## config.mk

```make
export PLATFORM = sky130hd
export DESIGN_NAME = axis_pixel_packer
export DESIGN_NICKNAME = d
export VERILOG_FILES = /design/src/rtl/axis_pixel_packer_pkg.sv /design/src/rtl/axis_pixel_packer.sv
export SDC_FILE = /design/constraint.sdc
export NUM_CORES = 1
export LEC_CHECK = 0
export BUFFER_PORTS_ARGS = -buffer_cell sky130_fd_sc_hd__buf_4
export CORE_MARGIN = 4
export CORE_UTILIZATION = 30
export CTS_BUF_LIST = sky130_fd_sc_hd__clkbuf_8
export CTS_CLUSTER_DIAMETER = 100
export DETAILED_ROUTE_END_ITERATION = 8
export GPL_TIMING_DRIVEN = 0
export SYNTH_ARGS = -nofsm -noshare
export SYNTH_HDL_FRONTEND = slang
export SYNTH_SLANG_ARGS = --single-unit
```

## constraint.sdc

```tcl
create_clock -name pixclk -period 3.7 [get_ports pixclk]
set_input_delay 0.37 -clock pixclk [delete_from_list [all_inputs] [get_ports pixclk]]
set_output_delay 0.37 -clock pixclk [all_outputs]
set_load 0.02 [all_outputs]
```

## src/rtl/axis_pixel_packer_pkg.sv

```systemverilog
// Shared definitions for the write-side pixel packing path: pixel width,
// bit offsets of the two pixel slots inside a packed PSRAM word, and the
// packer FSM encoding.
package axis_pixel_packer_pkg;

    localparam int PIX_W    = 24;
    localparam int PIX0_LSB = 0;
    localparam int PIX1_LSB = 32;

    typedef enum logic {
        EMPTY = 1'b0,
        HALF  = 1'b1
    } state_t;

endpackage

```

## src/rtl/axis_pixel_packer.sv

```systemverilog
// Packs a 24-bit RGB pixel AXI-Stream into 64-bit words of two pixels each
// for the PSRAM write burst engine. A line that ends on an odd pixel, or a
// start of frame that arrives while half a word is held, closes the word
// with PAD_PIXEL in the upper slot. The output side is a one-entry register
// slice, so full throughput (one pixel per cycle) is kept under ready=1.
module axis_pixel_packer
    import axis_pixel_packer_pkg::*;
#(
    parameter int          DQ_WIDTH  = 16,
    parameter logic [23:0] PAD_PIXEL = 24'h000000,
    parameter int          CNT_WIDTH = 16
) (
    input  logic                  pixclk,
    input  logic                  rst_n,
    input  logic                  in_axis_tvalid,
    output logic                  in_axis_tready,
    input  logic                  in_axis_tuser,
    input  logic                  in_axis_tlast,
    input  logic [PIX_W-1:0]      in_axis_tdata,
    output logic                  out_axis_tvalid,
    input  logic                  out_axis_tready,
    output logic                  out_axis_tuser,
    output logic                  out_axis_tlast,
    output logic [4*DQ_WIDTH-1:0] out_axis_tdata,
    output logic [CNT_WIDTH-1:0]  pad_count_o,
    output logic                  misalign_o
);

    localparam int WORD_W = 4 * DQ_WIDTH;

    // Place two pixels into their slots; unused byte lanes stay zero.
    function automatic logic [WORD_W-1:0] pack_word(input logic [PIX_W-1:0] p0,
                                                    input logic [PIX_W-1:0] p1);
        logic [WORD_W-1:0] w;
        w = '0;
        w[PIX0_LSB +: PIX_W] = p0;
        w[PIX1_LSB +: PIX_W] = p1;
        return w;
    endfunction

    // Counter increment that sticks at all-ones instead of wrapping.
    function automatic logic [CNT_WIDTH-1:0] sat_inc(input logic [CNT_WIDTH-1:0] c);
        return (&c) ? c : c + CNT_WIDTH'(1);
    endfunction

    state_t           state;
    logic             pend_last;
    logic [PIX_W-1:0] hold_pix_p0;
    logic             hold_user_p0;

    logic out_free;
    logic xfer;
    logic pend_emit;
    logic hold_load;

    // The slice can take a word when empty or being drained this cycle.
    // A held end-of-line pixel after a misaligned frame start blocks input
    // until its padded word has been pushed out.
    assign out_free       = ~out_axis_tvalid | out_axis_tready;
    assign in_axis_tready = out_free & ~pend_last;
    assign xfer           = in_axis_tvalid & in_axis_tready;
    assign pend_emit      = pend_last & out_free;
    assign hold_load      = xfer & ((state == EMPTY) ? ~in_axis_tlast : in_axis_tuser);

    // ---- stage p0: pixel hold register (data only, qualified by state) ----
    // Capture the pixel that will become pixel0 of the next word.
    always_ff @(posedge pixclk) begin
        if (hold_load) begin
            hold_pix_p0 <= in_axis_tdata;
        end
    end

    // ---- stage p1: packer FSM, output register slice and status ----
    // Pairs pixels, emits padded words and keeps the pad/misalign status.
    always_ff @(posedge pixclk or negedge rst_n) begin
        if (!rst_n) begin
            state           <= EMPTY;
            pend_last       <= 1'b0;
            hold_user_p0    <= 1'b0;
            out_axis_tvalid <= 1'b0;
            out_axis_tuser  <= 1'b0;
            out_axis_tlast  <= 1'b0;
            out_axis_tdata  <= '0;
            pad_count_o     <= '0;
            misalign_o      <= 1'b0;
        end else begin
            misalign_o <= 1'b0;
            if (out_axis_tready) begin
                out_axis_tvalid <= 1'b0;
            end

            if (pend_emit) begin
                // Held pixel was itself an end of line: close it with padding.
                out_axis_tvalid <= 1'b1;
                out_axis_tdata  <= pack_word(hold_pix_p0, PAD_PIXEL);
                out_axis_tuser  <= hold_user_p0;
                out_axis_tlast  <= 1'b1;
                pad_count_o     <= sat_inc(pad_count_o);
                pend_last       <= 1'b0;
                state           <= EMPTY;
            end else if (xfer) begin
                if (state == EMPTY) begin
                    if (in_axis_tlast) begin
                        // Single-pixel remainder of a line.
                        out_axis_tvalid <= 1'b1;
                        out_axis_tdata  <= pack_word(in_axis_tdata, PAD_PIXEL);
                        out_axis_tuser  <= in_axis_tuser;
                        out_axis_tlast  <= 1'b1;
                        pad_count_o     <= sat_inc(pad_count_o);
                    end else begin
                        hold_user_p0 <= in_axis_tuser;
                        state        <= HALF;
                    end
                end else begin
                    if (in_axis_tuser) begin
                        // New frame starts mid-word: flush the orphan pixel,
                        // the new pixel becomes pixel0 of the next word.
                        out_axis_tvalid <= 1'b1;
                        out_axis_tdata  <= pack_word(hold_pix_p0, PAD_PIXEL);
                        out_axis_tuser  <= hold_user_p0;
                        out_axis_tlast  <= 1'b1;
                        pad_count_o     <= sat_inc(pad_count_o);
                        misalign_o      <= 1'b1;
                        hold_user_p0    <= 1'b1;
                        pend_last       <= in_axis_tlast;
                    end else begin
                        out_axis_tvalid <= 1'b1;
                        out_axis_tdata  <= pack_word(hold_pix_p0, in_axis_tdata);
                        out_axis_tuser  <= hold_user_p0;
                        out_axis_tlast  <= in_axis_tlast;
                        state           <= EMPTY;
                    end
                end
            end
        end
    end

endmodule

```

==> impl_metrics.ini <==
[finish]
design_area_um2 = 5100
diodes = 0
regMostFlops = out_axis_tdata
nNetsFinal = 461
area_growth_syn_to_layout_pct = 30.3
layoutNonFillerInstCount = 607
largestRegisters = out_axis_tdata (48), hold_pix_p0 (24), pad_count_o (16)
fillers = 1260
drive_gt1_frac = 0.338
largest_register_ff_count = 48

[grt]
antenna_found_initial = 0
grt_max_degree = 72
grt_pass1_wl_um = 15300
grt_util_all_layers = 0.134
grt-ovfl-total = 0
grt_pass1_vias = 2759

[floorplan]
start_util = 0.308
row_count = 41
die_y_um = 122
die_w_um = 122
core_region_area_um2 = 12700
dieArea_um2 = 14900
num_io_pins = 115

[setup_path]
crit_family = compound AO/OA/AOI/OAI gates
path_class = reg2reg
cpMaxStageDelayCell = a21boi_4
cp_max_fo = 24
cp.required_ns = 3.68
start_kind = flop
slowest_delay_ns = 0.79
crit_path_cell_trace = nor2b_1 > nor2_1 > nand2_1 > a21oi_1 > a21boi_4
cp-end-kind = flop
cp.arrival_ns = 2.22
worst-path-buf-inv = 0

[placed_design]
dpl-instance-area_um2 = 4930
preCtsSetupSlack_ns = 1.45
place.gp.congestion = 0.806
dp_cells = 591
portBuffers = 98
dpl.hpwl_um = 6760

[pwr]
power_switching_mw = 1.32
p_int_mw = 2.20
leakage_nw = 2.47
power_frac_seq = 0.439
ir_drop_v = 0.000317
switching_share = 0.375
clkPwrFrac = 0.171
p_per_area_nw_per_um2 = 690
p_comb_frac = 0.389

[timing]
hold_viol = 0
min_period_over_period = 0.605
grt_setup_unrepaired = no
finalWorstSetupSlack_ns = 1.46
max_freq_mhz = 447
finalSetupViolations = 0
finalClockSkew_ns = 0.00598
period_needed_ns = 2.24
slew_headroom = 0.368
drv_slew = 0
max_slew.worst_pin.slew_ns = 0.948

[run_status]
status = finished, final reports clean

[clock_network]
ctsResizeCount = 0
cts_buffers = 9
clk_latency_ns = 0.36
cts_hold_buf = 0
post_cts.repair.setup_buffers = 0
cts_tree = built
max-clock-path-buffers = 2
cts_max_level = 3
clk_root_buffer_cell = clkbuf_8
cts_sinks = 95
cts.reportedPaths.clkPinSlew_ns = 0.09

[synthesis]
yosys-top-cells-count = dfrtp_1 (71), nand2_1 (34), a22o_1 (25), mux2i_1 (25)
ys_seq_area_frac = 0.638
post_synth.cell_area_avg_um2 = 12.8
synth_edf_count = 24
synth_top_area_share = 0.454
netlist.top_cell.by_area = dfrtp_1
synth-main-ff-cell = dfrtp_1
synth-async-reset-ratio = 0.747
ys_seq_elements = 95
syn_area_um2 = 3920
synth-warning-count = 0
synth.most_common_cell = dfrtp_1
synth_cell_types = 43
postSynthCellCount = 306
synthTopCellsByArea = dfrtp_1 (45%), edfxtp_1 (18%), mux2i_1 (6.4%)

[detailed_routing]
wl_um = 9680
vias_per_cell = 4.54
num_vias = 2757
drt_iter0_markers = 114
routedWlPerCell_um = 15.9
dr.pass1.iters = 4
route.detailed.drc = 0
postRouteAntennaNets = 0

[job]
cap_violations = 0

[min_path]
hold_class = in2async
area by class of cell:
class,count,area [um2],share of cell area
Inverter,6,22.5,0.00442
Timing Repair Buffer,98,736,0.144
Multi-Input combinational cell,190,1270,0.249
Clock buffer,10,138,0.0270
Buffer,30,193,0.0378
Sequential cell,95,2500,0.490
Tap cell,172,215,0.0422
Clock inverter,6,30.0,0.00589
cell families after synthesis:
family | count (synthesis) | synth area share
other cells | 1 | 0.000958
mux | 26 | 0.0668
xor+xnor | 15 | 0.0336
fa+ha+maj | 1 | 0.00320
buf+inv | 36 | 0.0550
flops | 95 | 0.638
compound gates | 66 | 0.117
simple gates | 66 | 0.0857
final timing paths:
kind	cells after the start	to	from	slack, ns
setup / recovery	5	hold_pix_p0[18]	out_axis_tvalid	1.46
hold / removal	1	out_axis_tdata[37]	rst_n	0.14
setup reg to reg	5	hold_pix_p0[18]	out_axis_tvalid	1.46
hold reg to reg	2	out_axis_tdata[16]	out_axis_tdata[16]	0.49
max in group asynchronous	1	out_axis_tdata[50]	rst_n	2.93
min in group pixclk	1	hold_pix_p0[11]	in_axis_tdata[11]	0.20
worst reg2reg max path: stages (launching register included):
cell and delay, ns:
dfrtp_1 0.39, nor2b_1 0.17, nor2_1 0.13, nand2_1 0.14, a21oi_1 0.23, a21boi_4 0.79
through the flow:
| step | util | setup TNS, ns | power, mW | hold WS, ns |
|---|---|---|---|---|
| global route | 0.401 | 0 | 3.75 | 0.167 |
| global placement | 0.387 | -19.47 | 2.93 | 0.466 |
| finish | 0.401 | 0 | 3.52 | 0.144 |
| CTS | 0.401 | 0 | 3.58 | 0.174 |
| floorplan | - | 0 | 2.34 | 0.0744 |
| detailed placement | 0.388 | 0 | 2.97 | 0.478 |
power by group through the flow:
stage / combinational, mW / clock [mW] / sequential [mW]
2_1_floorplan: 0.502 / 0 / 1.84
3_3_place_gp: 1.37 / 0 / 1.56
3_5_place_dp: 1.39 / 0 / 1.57
4_1_cts: 1.40 / 0.633 / 1.55
5_1_grt: 1.49 / 0.680 / 1.58
6_report: 1.37 / 0.603 / 1.55
layer usage:
layer | wire [um] | share of wire | track usage
met5 | 0 | 0 | 0
met4 | 127 | 0.013 | 0.0483
met2 | 4530 | 0.47 | 0.203
met1 | 4390 | 0.45 | 0.184
met3 | 624 | 0.064 | 0.0378
cells in the final DEF (no fill, tap or decap), drive strengths merged, types with 4 or more instances in the layout:
cell	n
nor2	8
nand2	34
nand3	5
nand4	5
conb	16
xnor2	10
inv	9
o21ai	28
clkbuf	12
xor2	5
mux2i	25
buf	126
dfrtp	71
edfxtp	24
a21oi	4
a22o	25
Note: power is estimated with default switching activity, not from simulation.
